===== src/rtl/spi_segment_pkg.sv =====
// Shared definitions for the SPI segment receiver: command codes, frame geometry,
// readback sync byte and the receiver FSM state type.
package spi_segment_pkg;

  localparam logic [7:0] CMD_RAW   = 8'h01;
  localparam logic [7:0] CMD_HEX   = 8'h02;
  localparam logic [7:0] CMD_BLANK = 8'h03;

  // Leading byte returned on miso so the master can confirm framing.
  localparam logic [7:0] READBACK_SYNC = 8'hA5;

  localparam int unsigned FRAME_BITS = 16;

  typedef enum logic [1:0] {
    IDLE,
    SHIFT,
    CHECK
  } state_e;

endpackage


===== src/rtl/hex_to_seven_seg.sv =====
// Combinational hex digit to 7-segment decoder.
// Ports:
//   hex_i  4-bit nibble
//   seg_o  segment pattern, bit0=a ... bit6=g, active-high
module hex_to_seven_seg (
  input  logic [3:0] hex_i,
  output logic [6:0] seg_o
);

  always_comb begin
    seg_o = 7'h00;
    unique case (hex_i)
      4'h0: seg_o = 7'h3F;
      4'h1: seg_o = 7'h06;
      4'h2: seg_o = 7'h5B;
      4'h3: seg_o = 7'h4F;
      4'h4: seg_o = 7'h66;
      4'h5: seg_o = 7'h6D;
      4'h6: seg_o = 7'h7D;
      4'h7: seg_o = 7'h07;
      4'h8: seg_o = 7'h7F;
      4'h9: seg_o = 7'h6F;
      4'hA: seg_o = 7'h77;
      4'hB: seg_o = 7'h7C;
      4'hC: seg_o = 7'h39;
      4'hD: seg_o = 7'h5E;
      4'hE: seg_o = 7'h79;
      4'hF: seg_o = 7'h71;
      default: seg_o = 7'h00;
    endcase
  end

endmodule


===== src/rtl/spi_segment_receiver.sv =====
// SPI mode-0 slave receiving 16-bit {cmd, dat} frames and driving a registered
// 7-segment pattern. All SPI wires are oversampled on clk (f_clk >= 8 * f_sclk).
// Optional feature macro: SPI_READBACK_EN -- when defined, miso shifts out
// {8'hA5, previous seg_out} during each frame; otherwise miso is tied low.
// Parameters:
//   SYNC_STAGES   synchroniser depth on sclk/mosi/cs_n (minimum 2)
//   COMMON_ANODE  1 = segments stored and driven active-low
// Ports:
//   clk, rst_n    system clock, async active-low reset
//   spi_sclk/spi_mosi/spi_cs_n  SPI inputs (asynchronous)
//   spi_miso      readback data
//   seg_out       segment pattern, bit0=a ... bit6=g, bit7=dp
//   frame_done    one-cycle pulse, frame accepted
//   frame_err     one-cycle pulse, frame rejected
module spi_segment_receiver
  import spi_segment_pkg::*;
#(
  parameter int unsigned SYNC_STAGES  = 2,
  parameter bit          COMMON_ANODE = 1'b0
) (
  input  logic       clk,
  input  logic       rst_n,
  input  logic       spi_sclk,
  input  logic       spi_mosi,
  input  logic       spi_cs_n,
  output logic       spi_miso,
  output logic [7:0] seg_out,
  output logic       frame_done,
  output logic       frame_err
);

  localparam logic [7:0] SegReset = {8{COMMON_ANODE}};
  localparam logic [4:0] CntFull  = 5'(FRAME_BITS);
  localparam logic [4:0] CntSat   = 5'(FRAME_BITS + 1);

  // Synchronisers. cs_n resets high so reset release cannot fake a falling edge.
  logic [SYNC_STAGES-1:0] sclk_sync_q, mosi_sync_q, cs_sync_q;
  logic                   sclk_dly_q, cs_dly_q;
  logic                   sclk_s, mosi_s, cs_s;
  logic                   sclk_rise, cs_fall, cs_rise;

  always_ff @(posedge clk or negedge rst_n) begin
    if (!rst_n) begin
      sclk_sync_q <= '0;
      mosi_sync_q <= '0;
      cs_sync_q   <= '1;
      sclk_dly_q  <= 1'b0;
      cs_dly_q    <= 1'b1;
    end else begin
      sclk_sync_q <= {sclk_sync_q[SYNC_STAGES-2:0], spi_sclk};
      mosi_sync_q <= {mosi_sync_q[SYNC_STAGES-2:0], spi_mosi};
      cs_sync_q   <= {cs_sync_q[SYNC_STAGES-2:0], spi_cs_n};
      sclk_dly_q  <= sclk_s;
      cs_dly_q    <= cs_s;
    end
  end

  assign sclk_s    = sclk_sync_q[SYNC_STAGES-1];
  assign mosi_s    = mosi_sync_q[SYNC_STAGES-1];
  assign cs_s      = cs_sync_q[SYNC_STAGES-1];
  assign sclk_rise = sclk_s & ~sclk_dly_q;
  assign cs_fall   = ~cs_s & cs_dly_q;
  assign cs_rise   = cs_s & ~cs_dly_q;

  // Receiver state
  state_e                  state_q, state_d;
  logic [4:0]              bit_cnt_q, bit_cnt_d;
  logic [FRAME_BITS-1:0]   shift_q, shift_d;
  logic [7:0]              seg_q, seg_d;
  logic                    done_q, done_d;
  logic                    err_q, err_d;

  logic [7:0] cmd, dat;
  logic [6:0] hex_seg;
  logic [7:0] pattern;
  logic       cmd_legal;

  assign cmd = shift_q[15:8];
  assign dat = shift_q[7:0];

  hex_to_seven_seg u_hex (
    .hex_i (dat[3:0]),
    .seg_o (hex_seg)
  );

  always_comb begin
    pattern   = 8'h00;
    cmd_legal = 1'b1;
    case (cmd)
      CMD_RAW:   pattern = dat;
      CMD_HEX:   pattern = {dat[7], hex_seg};
      CMD_BLANK: pattern = 8'h00;
      default:   cmd_legal = 1'b0;
    endcase
  end

  always_comb begin
    state_d   = state_q;
    bit_cnt_d = bit_cnt_q;
    shift_d   = shift_q;
    seg_d     = seg_q;
    done_d    = 1'b0;
    err_d     = 1'b0;
    unique case (state_q)
      IDLE: begin
        if (cs_fall) begin
          state_d   = SHIFT;
          bit_cnt_d = '0;
          shift_d   = '0;
        end
      end
      SHIFT: begin
        // A coincident sclk rise is absorbed before CHECK evaluates the count.
        if (sclk_rise) begin
          shift_d = {shift_q[FRAME_BITS-2:0], mosi_s};
          if (bit_cnt_q != CntSat) bit_cnt_d = bit_cnt_q + 5'd1;
        end
        if (cs_rise) state_d = CHECK;
      end
      CHECK: begin
        state_d = IDLE;
        if (bit_cnt_q == CntFull && cmd_legal) begin
          seg_d  = pattern ^ SegReset;
          done_d = 1'b1;
        end else begin
          err_d = 1'b1;
        end
      end
      default: state_d = IDLE;
    endcase
  end

  always_ff @(posedge clk or negedge rst_n) begin
    if (!rst_n) begin
      state_q   <= IDLE;
      bit_cnt_q <= '0;
      shift_q   <= '0;
      seg_q     <= SegReset;
      done_q    <= 1'b0;
      err_q     <= 1'b0;
    end else begin
      state_q   <= state_d;
      bit_cnt_q <= bit_cnt_d;
      shift_q   <= shift_d;
      seg_q     <= seg_d;
      done_q    <= done_d;
      err_q     <= err_d;
    end
  end

  assign seg_out    = seg_q;
  assign frame_done = done_q;
  assign frame_err  = err_q;

`ifdef SPI_READBACK_EN
  logic                  sclk_fall;
  logic [FRAME_BITS-1:0] tx_q, tx_d;

  assign sclk_fall = ~sclk_s & sclk_dly_q;

  always_comb begin
    tx_d = tx_q;
    if (state_q == IDLE && cs_fall) begin
      tx_d = {READBACK_SYNC, seg_q};
    end else if (state_q == SHIFT && sclk_fall) begin
      tx_d = {tx_q[FRAME_BITS-2:0], 1'b0};
    end
  end

  always_ff @(posedge clk or negedge rst_n) begin
    if (!rst_n) tx_q <= '0;
    else        tx_q <= tx_d;
  end

  // tx is loaded on the same edge that enters SHIFT, so miso is valid from then on.
  assign spi_miso = (state_q == SHIFT) & tx_q[FRAME_BITS-1];
`else
  assign spi_miso = 1'b0;
`endif

endmodule


===== config.mk =====
export PLATFORM = sky130hd
export DESIGN_NAME = spi_segment_receiver
export DESIGN_NICKNAME = d
export VERILOG_FILES = /design/src/rtl/spi_segment_pkg.sv /design/src/rtl/hex_to_seven_seg.sv /design/src/rtl/spi_segment_receiver.sv
export SDC_FILE = /design/constraint.sdc
export NUM_CORES = 1
export LEC_CHECK = 0
export CORE_MARGIN = 4
export CORE_UTILIZATION = 40
export CTS_CLUSTER_SIZE = 28
export DETAILED_ROUTE_END_ITERATION = 10
export GPL_ROUTABILITY_DRIVEN = 0
export SLEW_MARGIN = 20
export SYNTH_ARGS = -nofsm -noshare
export SYNTH_HDL_FRONTEND = slang
export SYNTH_HIERARCHICAL = 1
export SYNTH_SLANG_ARGS = --single-unit

===== constraint.sdc =====
create_clock -name clk -period 3.8 [get_ports clk]
set_input_delay 1.14 -clock clk [delete_from_list [all_inputs] [get_ports clk]]
set_output_delay 1.14 -clock clk [all_outputs]
set_load 0.01 [all_outputs]

==> summary.md, run 1 <==
| Metric | Value |
|---|---|
| RSZ-0062 raised after global routing | false |
| Starting Density | 0.415 |
| Core area | 4750 sq um |
| Worst EP required | 2.66 ns |
| # resized after CTS | 0 |
| Synth area leaders | dfrtp_1 48%, a22o_1 10%, ha_1 6.3% |
| Die height | 78.3 microns |
| Fin Setup TNS | 0 ns |
| Clock skew | 0.00895 ns |
| Max Cap Violations | 0 |
| Slowest stage delay, CP | 0.55 ns |
| Setup crit end kind | primary output |
| Input/output buffers | 14 |
| # rows | 25 |
| Crit-path cells | clkdlybuf4s50_1 |
| Layout cells sized above 1 | 0.179 |
| Pre-antenna DRT Iters | 4 |
| Critical-path maximum fanout | 2 |
| Arrival time at the worst endpoint | 1.19 ns |
| Skew-Pair Late Insertion Delay | 0.29 ns |
| Via density | 5.35 |
| Nets | 187 |
| Drt total wl | 3460 microns |
| Synth-to-Final Area Change | 15.1% |
| Worst path top cell family by delay | buffers and inverters |
| Post-Synthesis Cells | 158 |
| Post-synthesis sequential area ratio | 0.522 |
| Yosys warnings | 6 |
| Clock tree from TritonCTS | done |
| Root Buffer | clkbuf_8 |
| Yosys cell types | 43 |
| HP Class | flip-flop to flip-flop |
| Crit path kind | flip-flop to primary output |
| First-pass GRT wire length | 6180 microns |
| Routed wire per std cell | 14.4 microns |
| H-tree levels | 2 |
| Largest net degree at the start of global routing | 42 |
| Post-CTS setup buffer count | 0 |
| Startpoint types | flip-flop |
| Post-DP HPWL | 2410 microns |
| Cell taking the most area after synthesis | dfrtp_1 |
| Buf/Inv on CP | 1 |
| Slowest stage cell, crit path | clkdlybuf4s50_1 |
| IR drop worst, VDD | 356 uV |
| Tot GR Track Use | 0.127 |
| DRC Markers | 0 |
| Post-Place Cells | 232 |
| Hold Vio Cnt, Final | 0 |
| Slew Viols, Final | 0 |
| Worst Tran Pin Value | 0.970 ns |
| Fin crit period | 2.33 ns |
| Ports | 16 |
| Share of the synthesized area in the top cell type | 0.482 |
| Syn avg cell area | 12.5 sq um |
| #FFs+latches synth | 41 |
| Syn Std Cell Area | 1970 sq um |
| Syn_nets | 173 |
| Slew Limit Headroom | 0.351 |
| Final period util | 0.613 |
| Initial antenna violation count | 0 |
| Pleak | 1.00 nW |
| Die area | 6120 sq um |
| Vias | 1285 |
| Outcome | finished clean |
| Endpoints failing setup | 0 |
| CTS Buf Count | 5 |
| Power per cell area | 462 nW/um^2 |
| GR Overflow Total | 0 |
| Ant diodes | 0 |
| Hold_buf cts | 0 |
| Worst reg-to-reg setup slack | 1.61 ns |
| Post-route insts no fill | 240 |
| Die X | 78.3 microns |
| Final ANT Viol Nets | 0 |
| Fmax achieved | 429 MHz |
| Max Root-Sink Buffers | 2 |
| Initial DRC count | 122 |
| Clock Sinks | 41 |
| Vias in the first global route | 1295 |
| Clock transition at path regs | 0.08 ns |
==> per-stage QoR <==
step                total power, mW   util  cell area, sq um  worst slack (ns)  hold WS (ns)
floorplan                     0.642      -              1970              1.75         0.331
global placement              0.683  0.453              2150              1.68         0.333
detailed placement            0.696  0.453              2150              1.61         0.336
CTS                            1.06  0.478              2270              1.44         0.353
global route                   1.11  0.478              2270              1.42         0.364
finish                         1.05  0.478              2270              1.47         0.349
==> synthesized netlist by cell type, drive strengths merged <==
library cell	number
a21boi	1
nor3	2
nor3b	1
a32oi	1
o211ai	1
o31ai	2
o21ba	1
ha	10
a22oi	2
or3b	1
o21ai	2
buf	5
o41ai	1
nor4	3
a21o	2
clkbuf	2
a22o	23
or4	1
inv	10
or3	1
nand3b	2
nand2	2
conb	1
o2bb2ai	1
nor2b	3
mux4	1
nand2b	6
dfstp	3
nor2	7
mux2	11
a21oi	3
nand3	3
dfrtp	38
a31o	1
mux2i	4
==> path summary, 6_finish.rpt <==
| kind | from | endpoint | cells after the start |
|---|---|---|---|
| min in group asynchronous | rst_n | seg_out[3] | 1 |
| worst min register to register | mosi_sync_q[0] | mosi_sync_q[1] | 0 |
| max in group asynchronous | rst_n | shift_q[0] | 1 |
| worst max-delay path | seg_out[1] | seg_out[1] | 1 |
| worst max register to register | state_q[0] | bit_cnt_q[3] | 4 |
| worst min-delay path | mosi_sync_q[0] | mosi_sync_q[1] | 0 |
==> cell families (layout without fill, tap and decap cells) <==
family                     count (synthesis)  in the layout  synth area share
other                                      1              1           0.00190
buffers and inverters                     17             32            0.0393
muxes                                     16             16            0.0982
AOI/OAI and AO/OA                         41             41             0.169
and+or+nand+nor                           32             32             0.107
adders and majority gates                 10             10            0.0634
DFF                                       41             41             0.522
==> layer usage <==
metal | global-route usage | up-vias | part of all wire | wire length (microns)
met2 | 0.194 | 30 | 0.46 | 1570
li1 | - | 606 | - | -
met1 | 0.170 | 641 | 0.48 | 1660
met3 | 0.0390 | 8 | 0.051 | 177
met4 | 0.0472 | 0 | 0.015 | 51
met5 | 0 | - | 0 | 0
==> cell type report <==
class	instances	area, sq um
well taps	67	83.8
fillers	445	2480
inverters	10	37.5
multi-input cells	100	867
repair buffers	14	135
clock buffers	6	82.6
clock inverters	2	37.5
flip-flops and latches	41	1030
==> cells in the final DEF (no fill, tap or decap), types with 3 or more instances in the layout <==
cell             instances
dfrtp_1                 38
a22o_1                  23
clkdlybuf4s50_1         13
inv_1                   10
ha_1                    10
mux2_2                   9
nor2_1                   7
nand2b_1                 6
clkbuf_8                 6
mux2i_1                  4
nand3_1                  3
nor2b_1                  3
a21oi_1                  3
dfstp_2                  3
==> flip-flops by register name, indices dropped and copies added (netlist names), 2 cells and up <==
name,flops
sclk_sync_q,2
bit_cnt_q,5
seg_out,8
state_q,2
mosi_sync_q,2
shift_q,16
cs_sync_q,2
==> power breakdown <==
part | total, mW | internal, mW | switching, mW
logic | 0.170 | 0.0782 | 0.0918
registers | 0.517 | 0.469 | 0.0474
clock network | 0.364 | 0.214 | 0.151
(Power assumes the default switching activity.)
==> run 2: changes to the inputs <==
- clock period: 3.8 -> 1.85 ns (I/O delays scaled with it)
==> run 2 against run 1 <==
The run now ends with setup timing left; wire length rose by 5.5%; sequential cell count stayed put; worst hold slack worse by 0.039 ns; sequential power rose by 99%; count of clock-buffer cells in the layout fell by 1; register-to-register slack worse by 1.8 ns; final cell count rose by 8.3%; clock skew shrank 0.0010 ns; via count is 3.7% higher; utilization increased by 3.1 points; worst setup slack worse by 1.6 ns; critical path type is now flip-flop to flip-flop; highest routed layer unchanged.
==> summary.md, run 2 (same netlist as run 1, synthesis figures left out) <==
| Metric | Value |
|---|---|
| Outcome | complete, but fails checks |
| Failing checks | setup timing |
| Final core occ | 0.509 (+0.0311) |
| Root Buffer | clkbuf_8 |
| Worst EP required | 2.03 ns (-0.63 ns) |
| Reg2reg path depth | 5 (+1) |
| Synth-to-Final Area Change | 22.6% |
| Final worst slack | -0.166 ns (-1.64 ns) |
| Die X | 78.3 microns (unchanged) |
| Endpoints failing setup | 8 (+8) |
| Slew Limit Headroom | 0.577 (+0.226) |
| Power per cell area | 845 nW/um^2 (+83%) |
| Skew-Pair Late Insertion Delay | 0.30 ns (about the same) |
| Clock transition at path regs | 0.08 ns (about the same) |
| Clock tree from TritonCTS | done |
| Worst Tran Pin Value | 0.633 ns (-0.336 ns) |
| Post-DP HPWL | 2560 microns (+6.4%) |
| Hold Vio Cnt, Final | 0 (unchanged) |
| CTS Buf Count | 5 (unchanged) |
| Pleak | 1.10 nW (+10%) |
| Largest Register | shift_q |
| Vias | 1333 (+3.7%) |
| # rows | 25 (unchanged) |
| Fin crit period | 2.02 ns |
| Core area | 4750 sq um (unchanged) |
| Largest net degree at the start of global routing | 42 (unchanged) |
| Die area | 6120 sq um (unchanged) |
| Commonest cells after routing, fill and taps aside | 38 x dfrtp_1, 23 x a22o_1, 19 x buf_4 |
| Most common cell after layout, fill and taps aside | dfrtp_1 |
| Critical-path maximum fanout | 8 (+6) |
| Crit path kind | flip-flop to flip-flop |
| Clock skew | 0.00793 ns (-0.00103 ns) |
| IR drop worst, VDD | 280 uV (-21%) |
| Max Cap Violations | 0 (unchanged) |
| Routed wire per std cell | 14.0 microns (-2.6%) |
| Clock Sinks | 41 (unchanged) |
| Initial DRC count | 84 (-31%) |
| Drt total wl | 3650 microns (+5.5%) |
| Startpoint types | flip-flop |
| Setup crit end kind | flip-flop |
| HP Class | input port to async pin |
| Input/output buffers | 14 (unchanged) |
| Final period util | 1.09 |
| Via density | 5.13 (-4.2%) |
| First-pass GRT wire length | 6270 microns (+1.6%) |
| Max reg flops | 16 (unchanged) |
| H-tree levels | 2 (unchanged) |
| DP Area | 2320 sq um (+8.0%) |
| Max Root-Sink Buffers | 2 (unchanged) |
| Ant diodes | 0 (unchanged) |
| Nets | 207 (+11%) |
| Vias in the first global route | 1297 (+0.15%) |
| DRC Markers | 0 (unchanged) |
| Tot GR Track Use | 0.132 (+0.00525) |
| RSZ-0062 raised after global routing | true |
| Final ANT Viol Nets | 0 (unchanged) |
| Cell area after layout | 2420 sq um (+6.5%) |
| Starting Density | 0.415 (unchanged) |
| GR Overflow Total | 0 (unchanged) |
| Ports | 16 (unchanged) |
| Pre-antenna DRT Iters | 4 (unchanged) |
| Fmax achieved | 496 MHz |
| Layout cells sized above 1 | 0.275 (+0.0954) |
| Die height | 78.3 microns (unchanged) |
| Initial antenna violation count | 0 (unchanged) |
| Slew Viols, Final | 0 (unchanged) |
| Arrival time at the worst endpoint | 2.20 ns (+1.01 ns) |
run 2: cell count changes in the layout (fill, tap and decap cells not counted), sizes merged:
| cell | change |
|---|---|
| buf | +20 |
| clkinv | +2 |
| bufinv | -1 |
| clkbuf | -1 |
run 2: critical path: stages, from the launching register on:
cell and delay, ns:
dfrtp_1 0.38, or4_4 0.53, or3_4 0.36, nor3_4 0.15
buf_12 0.14, mux2_2 0.33
run 2: what timing repair did:
action / in CTS / in global routing
setup endpoints to repair: 9 / 25
setup buffers: 0 / 0
resized for setup: 2 / 2
hold buffers: 0 / 0
pin swaps: 0 / 0
run 2: final cells by class:
class	count	area [sq um]
inverter	10	37.5
tap	67	83.8
clock buffer	5	68.8
multi-input combinational	100	886
fill	425	2330
clock inverter	3	17.5
timing repair buffer	34	298
sequential	41	1030
run 2: layer usage:
metal | wire, microns | global-route usage | part of all wire | vias up
li1 | - | - | - | 639
met1 | 1730 | 0.177 | 0.48 | 661
met2 | 1710 | 0.200 | 0.47 | 27
met3 | 147 | 0.0378 | 0.040 | 6
met4 | 57 | 0.0577 | 0.016 | 0
met5 | 0 | 0 | 0 | -
run 2: worst paths after layout:
kind,from,end,slack [ns]
min reg2reg,mosi_sync_q[0],mosi_sync_q[1],0.35
max,shift_q[13],seg_out[6],-0.17
min,rst_n,frame_done,0.31
min in group clk,mosi_sync_q[0],mosi_sync_q[1],0.35
max in group asynchronous,rst_n,cs_sync_q[0],1.18
max reg2reg,shift_q[13],seg_out[6],-0.17
run 2: through the flow:
stage / setup WS (ns) / power [mW] / cells / hold slack [ns] / TNS [ns]
6_report: -0.166 / 2.05 / 260 / 0.310 / -1.19
5_1_grt: -0.255 / 2.18 / 260 / 0.356 / -1.91
4_1_cts: -0.175 / 2.07 / 260 / 0.317 / -1.28
3_5_place_dp: -0.160 / 1.47 / 252 / 0.340 / -1.15
3_3_place_gp: -0.130 / 1.44 / 252 / 0.337 / -0.931
2_1_floorplan: -0.204 / 1.34 / 158 / 0.259 / -1.41
run 2: power by group:
group          switching [mW]  internal [mW]
combinational           0.233          0.206
sequential             0.0674          0.965
clock                   0.313          0.260
total                   0.614           1.43
==> run 3: changes to the inputs <==
- CORE_MARGIN: 4 -> 3
- SLEW_MARGIN: 20 -> 5
==> run 3 against run 2 <==
The flow still finishes with violations (setup timing); clock power fell by 4.0%; first-iteration DRC count grew 6.0%; worst setup slack gained 0.0098 ns; critical path depth stayed put; via count increased by 3.5%; clock skew hardly changed; sequential share of layout area shrank 0.78 points; non-clock buffer count up 1; critical path type unchanged; largest cell class unchanged; utilization increased by 3.1 points.
==> summary.md, run 3 (same netlist as run 1, synthesis figures left out) <==
| Metric | Value |
|---|---|
| Cell area after layout | 2470 sq um (+1.9%) |
| Synth-to-Final Area Change | 24.9% |
| Clock transition at path regs | 0.07 ns (about the same) |
| Layout cells sized above 1 | 0.273 (-0.00142) |
| Routed wire per std cell | 14.5 microns (+3.2%) |
| Ports | 16 (unchanged) |
| Endpoints failing setup | 8 (unchanged) |
| Via density | 5.32 (+3.9%) |
| Initial antenna violation count | 0 (unchanged) |
| Vias in the first global route | 1410 (+8.7%) |
| IR drop worst, VDD | 380 uV (+36%) |
| Failing checks | setup timing |
| FF-to-FF Start | shift_q[13] |
| Critical-path maximum fanout | 8 (unchanged) |
| Core area | 4560 sq um (-4.0%) |
| First-pass GRT wire length | 6490 microns (+3.4%) |
| Root Buffer | clkbuf_8 |
| # fillers | 389 (-8.5%) |
| HP Class | input port to async pin |
| Largest net degree at the start of global routing | 42 (unchanged) |
| Nets | 208 (+0.48%) |
| Post-DP HPWL | 2670 microns (+4.2%) |
| Outcome | complete, but fails checks |
| Hold_buf cts | 0 (unchanged) |
| Max reg flops | 16 (unchanged) |
| Arrival time at the worst endpoint | 2.18 ns (-0.02 ns) |
| Hold Vio Cnt, Final | 0 (unchanged) |
| Power per cell area | 824 nW/um^2 (-2.5%) |
| GR Overflow Total | 0 (unchanged) |
| Slew Viols, Final | 0 (unchanged) |
| Post-route insts no fill | 259 (-0.38%) |
| Slew Limit Headroom | 0.314 (-0.263) |
| # rows | 24 (-4.0%) |
| Worst reg-to-reg setup slack | -0.16 ns (about the same) |
| Starting Density | 0.433 (+0.0173) |
| Post-Place Cells | 250 (-0.79%) |
| CTS Buf Count | 5 (unchanged) |
| Max Cap Violations | 0 (unchanged) |
| Clock skew | 0.00794 ns (+0.0000134 ns) |
| Reg-to-reg endpoint | seg_out[5] |
| Pre-antenna DRT Iters | 4 (unchanged) |
| Drt total wl | 3750 microns (+2.8%) |
| Most common cell after layout, fill and taps aside | dfrtp_1 |
| Final worst slack | -0.157 ns (+0.00977 ns) |
| Fmax achieved | 498 MHz (+0.49%) |
| Max Root-Sink Buffers | 2 (unchanged) |
| Initial DRC count | 89 (+6.0%) |
| Clock Sinks | 41 (unchanged) |
| Worst Tran Pin Value | 1.02 ns (+0.392 ns) |
| RSZ-0062 raised after global routing | true |
| Largest Register | shift_q |
| Tot GR Track Use | 0.138 (+0.00518) |
| DP Area | 2330 sq um (+0.43%) |
| Die height | 76.3 microns (-2.6%) |
| Setup crit end kind | flip-flop |
| H-tree levels | 2 (unchanged) |
| Input/output buffers | 14 (unchanged) |
| Worst EP required | 2.03 ns (about the same) |
| Skew-Pair Late Insertion Delay | 0.30 ns (about the same) |
| Commonest cells after routing, fill and taps aside | 38 x dfrtp_1, 23 x a22o_1, 17 x buf_4 |
| Die X | 76.3 microns (-2.6%) |
| Area occupied by multi-input gates | 910 sq um (+2.7%) |
| Storage element area | 1030 sq um (unchanged) |
| Final period util | 1.08 (-0.00528) |
| Startpoint types | flip-flop |
| Pleak | 1.12 nW (+1.6%) |
| Final ANT Viol Nets | 0 (unchanged) |
| Vias | 1379 (+3.5%) |
| Reg2reg path depth | 5 (unchanged) |
| DRC Markers | 0 (unchanged) |
| Clock tree from TritonCTS | done |
| Ant diodes | 0 (unchanged) |
| Crit path kind | flip-flop to flip-flop |
| Die area | 5810 sq um (-5.0%) |
| Tot Pwr | 2.03 mW (-0.64%) |
| Fin crit period | 2.01 ns (-0.00977 ns) |
-- run 3: cell count changes in the layout (fill, tap and decap cells not counted), sizes merged --
cell / before / now
buf: 21 / 22
clkbuf: 5 / 6
clkinvlp: 1 / 0
-- run 3: final cells by class --
cell class / count / share of cell area
clock buffers: 6 / 0.0294
clock inverters: 2 / 0.00406
inverters: 10 / 0.0152
multi-input cells: 100 / 0.369
flip-flops and latches: 41 / 0.418
well taps: 65 / 0.0330
repair buffers: 35 / 0.132
-- run 3: how the worst max path moves through the flow --
stage,to,startpoint
5_1_grt,seg_out[5],shift_q[13]
3_5_place_dp,seg_out[5],shift_q[13]
4_1_cts,seg_out[2],shift_q[13]
3_3_place_gp,seg_out[2],shift_q[13]
2_1_floorplan,seg_out[0],shift_q[13]
6_report,seg_out[5],shift_q[13]
-- run 3: power by group --
part	switching [mW]	internal (mW)
clock	0.290	0.261
combinational	0.233	0.209
sequential	0.0737	0.965
-- run 3: repair_timing --
item	CTS	global route
endpoints found under the setup margin	9	9
gates resized for setup	4	8
endpoints found under the hold margin	0	0
buffers inserted	2	0
-- run 3: layer usage --
metal	vias to the layer above	share of wire	global-route usage	wire, microns
met2	44	0.45	0.212	1700
met3	9	0.061	0.0520	230
li1	646	-	-	-
met5	-	0	0	0
met1	680	0.47	0.177	1760
met4	0	0.017	0.0507	62
-- run 3: metrics by stage --
stage,util,setup slack (ns),TNS (ns),hold slack (ns)
6_report,0.540,-0.157,-1.13,0.217
5_1_grt,0.540,-0.199,-1.52,0.228
3_5_place_dp,0.512,-0.173,-1.22,0.343
3_3_place_gp,0.512,-0.134,-0.958,0.340
2_1_floorplan,-,-0.204,-1.41,0.259
4_1_cts,0.536,-0.182,-1.42,0.221
-- run 3: critical path, cell delays in order (launching register included) --
cell and delay [ns]:
dfrtp_1 0.38, or4_4 0.54, or3_4 0.36, nor3_4 0.15, buf_12 0.16, mux2_4 0.30
